==> config.mk <==
export PLATFORM = sky130hd
export DESIGN_NAME = fifth_loader
export DESIGN_NICKNAME = d
export VERILOG_FILES = /design/src/rtl/fifth_loader.sv
export SDC_FILE = /design/constraint.sdc
export NUM_CORES = 1
export LEC_CHECK = 0
export CORE_MARGIN = 2
export CORE_UTILIZATION = 40
export DETAILED_ROUTE_END_ITERATION = 8
export SLEW_MARGIN = 20
export SYNTH_ARGS = -nofsm -noshare
export SYNTH_HDL_FRONTEND = slang
export SYNTH_SLANG_ARGS = --single-unit
==> constraint.sdc <==
create_clock -name clk -period 6.2 [get_ports clk]
set_input_delay 1.86 -clock clk [delete_from_list [all_inputs] [get_ports clk]]
set_output_delay 1.86 -clock clk [all_outputs]
set_load 0.02 [all_outputs]
==> src/rtl/fifth_loader.sv <==
// Byte-stream boot loader into code RAM; holds the core in reset until the image is done (FIFTH_LOADER_CHECKSUM_EN adds an XOR trailer byte).
// Each word is written 1 cycle after its low byte; rx_ready drops for that write cycle and while in RUN.
module fifth_loader #(
  parameter int ADDR_W = 13
) (
  input  logic              clk,
  input  logic              reset,
  input  logic [7:0]        rx_data,
  input  logic              rx_valid,
  output logic              rx_ready,
  input  logic              reload,
  output logic              code_we,
  output logic [ADDR_W-1:0] code_waddr,
  output logic [15:0]       code_wdata,
  output logic              cpu_run,
  output logic              load_error,
  output logic              busy
);

  typedef enum logic [2:0] {
    HDR_HI,
    HDR_LO,
    DATA_HI,
    DATA_LO,
    WR_WORD,
`ifdef FIFTH_LOADER_CHECKSUM_EN
    CSUM,
`endif
    RUN,
    ERROR
  } state_t;

  localparam logic [16:0] CAPACITY = 17'd1 << ADDR_W;

  state_t            state;
  logic [7:0]        len_hi;
  logic [7:0]        data_hi;
  logic [15:0]       words_left;
  logic [ADDR_W-1:0] addr;
  logic [16:0]       len;
  logic              accept;

  // A byte offered alongside reload is dropped, not consumed.
  assign accept   = rx_valid && rx_ready && !reload;
  assign rx_ready = (state != RUN) && (state != WR_WORD);
  assign len      = {1'b0, len_hi, rx_data};

`ifdef FIFTH_LOADER_CHECKSUM_EN
  logic [7:0] csum;

  always_ff @(posedge clk or posedge reset) begin
    if (reset) begin
      csum <= 8'h00;
    end else if (state == HDR_HI) begin
      csum <= 8'h00;
    end else if (accept && (state == DATA_HI || state == DATA_LO)) begin
      csum <= csum ^ rx_data;
    end
  end
`endif

  always_ff @(posedge clk or posedge reset) begin
    if (reset) begin
      state      <= HDR_HI;
      len_hi     <= 8'h00;
      data_hi    <= 8'h00;
      words_left <= 16'h0000;
      addr       <= '0;
      code_we    <= 1'b0;
      code_waddr <= '0;
      code_wdata <= 16'h0000;
      cpu_run    <= 1'b0;
      load_error <= 1'b0;
      busy       <= 1'b1;
    end else if (reload) begin
      state      <= HDR_HI;
      code_we    <= 1'b0;
      cpu_run    <= 1'b0;
      load_error <= 1'b0;
      busy       <= 1'b1;
    end else begin
      code_we <= 1'b0;
      case (state)
        HDR_HI: begin
          if (accept) begin
            len_hi <= rx_data;
            state  <= HDR_LO;
          end
        end
        HDR_LO: begin
          if (accept) begin
            if (len > CAPACITY) begin
              state      <= ERROR;
              load_error <= 1'b1;
              busy       <= 1'b0;
            end else if (len == 17'd0) begin
`ifdef FIFTH_LOADER_CHECKSUM_EN
              state   <= CSUM;
`else
              state   <= RUN;
              cpu_run <= 1'b1;
              busy    <= 1'b0;
`endif
            end else begin
              state      <= DATA_HI;
              words_left <= len[15:0];
              addr       <= '0;
            end
          end
        end
        DATA_HI: begin
          if (accept) begin
            data_hi <= rx_data;
            state   <= DATA_LO;
          end
        end
        DATA_LO: begin
          if (accept) begin
            code_we    <= 1'b1;
            code_waddr <= addr;
            code_wdata <= {data_hi, rx_data};
            addr       <= addr + 1'b1;
            words_left <= words_left - 1'b1;
            state      <= WR_WORD;
          end
        end
        WR_WORD: begin
          // words_left was already decremented for the word being written now.
          if (words_left == 16'h0000) begin
`ifdef FIFTH_LOADER_CHECKSUM_EN
            state   <= CSUM;
`else
            state   <= RUN;
            cpu_run <= 1'b1;
            busy    <= 1'b0;
`endif
          end else begin
            state <= DATA_HI;
          end
        end
`ifdef FIFTH_LOADER_CHECKSUM_EN
        CSUM: begin
          if (accept) begin
            busy <= 1'b0;
            if (rx_data == csum) begin
              state   <= RUN;
              cpu_run <= 1'b1;
            end else begin
              state      <= ERROR;
              load_error <= 1'b1;
            end
          end
        end
`endif
        RUN:     ;
        ERROR:   ;
        default: state <= HDR_HI;
      endcase
    end
  end

endmodule
==> run summary <==
Outcome: finished clean
Port Buffers: 45
Nets in the synthesized netlist: 445
Clk Latency, worst-skew pair: 0.36 ns
First-pass GRT wire length: 15.2 mm
GP Congestion: 0.821
CTS Buffer Depth: 2
Vias in the first global route: 3036
Core area: 9640 sq um
Drt wl/cell: 15.2 um
Distinct cells, synth: 50
Max VDD drop: 0.181 mV
PwrDens: 316 nW/um^2
Mean Syn Cell Area: 9.10 sq um
Max Clk Rate: 0.240 GHz
Final setup margin: 2.03 ns
Critical Path RT: 6.44 ns
Sequential area share after synthesis: 0.518
Sink Count: 81
Max Cap Viol: 0
DRT Wirelength: 9.16 mm
Clock Skew: 0.0125 ns
Post-DP HPWL: 6.03 mm
Area growth syn-to-layout: 18.2%
Post-CTS Setup Inserts: 0
Fraction of registers with async set/reset: 1.00
Clock transition at the registers of the reported paths: 0.09 ns
Post-CTS Resized: 0
FF+latch count, synth: 81
Final setup vio count: 0
1st-pass router iterations: 4
Worst min path class: flip-flop to flip-flop
Gr ovfl total: 0
Ratio of cells with drive above 1 in the final layout: 0.100
Diode count: 0
Most frequent cells in the layout: nand2_1 (105), dfrtp_1 (80), clkdlybuf4s50_1 (45), o21ai_0 (40), a21oi_1 (31)
Gate Count Post-Synth: 430
Slew HR: 0.332
Commonest non-fill, non-tap cell in the layout: nand2_1
Actual slew at the worst max-slew pin: 0.995 ns
Chip Height: 103 um
Startpoint Class: input port
GRT Util Overall: 0.186
Post-synth top flop: dfrtp_1
Via/cell ratio: 5.29
Critical path class: input port to flip-flop
Largest net degree at the start of global routing: 54
Fill count: 968
Top cell type's share of synthesized area: 0.512
Critical Path AT: 4.42 ns
Final net count: 480
Leakage: 2.07 nW
Num CTS Buffers: 9
Max Transition Viols Final: 0
IO Count: 46
Detailed-route DRC error count: 0
RSZ-0062 raised after global routing: false
Total negative slack: 0 ns
Die Wd: 103 um
Post-synth EDFFs: 0
Routed Antenna Nets: 0
DP Worst Slack: 1.61 ns
Synth warn: 0
Row Count: 36
H-tree levels: 3
Synth area leader: dfrtp_1
Final worst path period need: 4.17 ns
Antenna violations before repair: 0
CTS Root Cell: clkbuf_8
CTS tree: yes
Endpoints failing hold: 0
Vias post-DR: 3184
Worst-path fanout max: 34
CP endpoint kind: flip-flop
Cts hold-fix bufs: 0
Initial core utilization: 0.406
Final Cycle Share: 0.673
Die area: 10600 sq um
Largest cells by area after synthesis: dfrtp_1 (51%), nand2_1 (10%), o21ai_0 (5.1%), mux2_2 (4.9%), a21oi_1 (4.0%)
Synth Cell Area: 3910 sq um
Initial DRC Count: 112
-- final timing paths --
| path | from | end | slack [ns] | depth (start not counted) |
|---|---|---|---|---|
| max in group asynchronous | reset | words_left[2] | 3.29 | 3 |
| min in group asynchronous | reset | code_waddr[3] | 2.00 | 2 |
| max reg2reg | state[0] | words_left[15] | 3.57 | 6 |
| min reg2reg | data_hi[3] | code_wdata[11] | 0.47 | 2 |
| min | data_hi[3] | code_wdata[11] | 0.47 | 2 |
| max | reload | words_left[15] | 2.03 | 7 |
-- through the flow --
| step | std cells | instance area [sq um] | hold slack, ns | total power, mW | util |
|---|---|---|---|---|---|
| after global routing | 602 | 4620 | 0.485 | 1.55 | 0.480 |
| after global placement | 587 | 4450 | 0.441 | 1.10 | 0.461 |
| final | 602 | 4620 | 0.466 | 1.46 | 0.480 |
| after detailed placement | 587 | 4450 | 0.446 | 1.11 | 0.462 |
| after CTS | 602 | 4620 | 0.463 | 1.47 | 0.479 |
| after floorplan | 430 | 3910 | 0.433 | 0.977 | - |
-- state kept, by name, indices dropped and copies added, names as in the netlist --
signal      count
state           3
cpu_run         1
addr           13
code_wdata     16
words_left     16
code_waddr     13
data_hi         8
code_we         1
load_error      1
busy            1
len_hi          8
-- critical path, stage by stage --
cell and delay, ns:
clkdlybuf4s50_1 0.71, nor3b_4 0.11, nand2_1 0.08, buf_4 0.35, clkinv_1 0.89, nand4_1 0.29
o21ai_0 0.10
-- Yosys cell counts (2+ instances only) --
library cell,n
nor3_1,11
and3_1,10
nor2_1,26
nand2b_1,3
o31ai_1,4
nand4_1,6
dfrtp_1,80
nor4_1,3
clkbuf_1,18
o21ba_2,2
and2_1,2
ha_1,3
or4_1,4
and4_1,2
o21ai_0,40
nor2b_1,2
o21bai_1,3
a21oi_1,31
a31oi_1,4
inv_1,7
mux2_2,17
o21a_1,3
nand3_1,9
buf_2,4
or3_1,7
nand2_1,105
-- logic make-up (layout without fill, tap and decap cells) --
group                    after synthesis  in the layout  share of synthesized area
buffers and inverters                 31             70                     0.0329
AO/OA/AOI/OAI                         98             98                      0.146
adder cells (fa/ha/maj)                3              3                    0.00959
flip-flops                            81             81                      0.518
XOR/XNOR                               1              1                    0.00224
multiplexers                          18             18                     0.0515
AND/OR/NAND/NOR                      198            198                      0.239
-- layer usage --
layer	vias to the layer above	part of all wire	global-route usage
li1	1569	-	-
met3	11	0.028	0.0325
met5	-	0	0
met1	1558	0.49	0.253
met4	0	0.016	0.0749
met2	46	0.47	0.297
-- power breakdown --
group	switching, mW	leakage [nW]	total (mW)	internal [mW]
registers	0.0911	1.07	0.734	0.642
clock network	0.199	0.0818	0.354	0.155
logic	0.209	0.920	0.372	0.162
-- layout make-up --
cell class,count,area [sq um],area share
clock inverter,4,28.8,0.00622
sequential,81,2030,0.439
timing repair buffer,47,465,0.101
tap,133,166,0.0360
multi-input combinational,318,1760,0.381
clock buffer,11,141,0.0306
inverter,8,31.3,0.00677
Power figures use the tool's default switching activity.
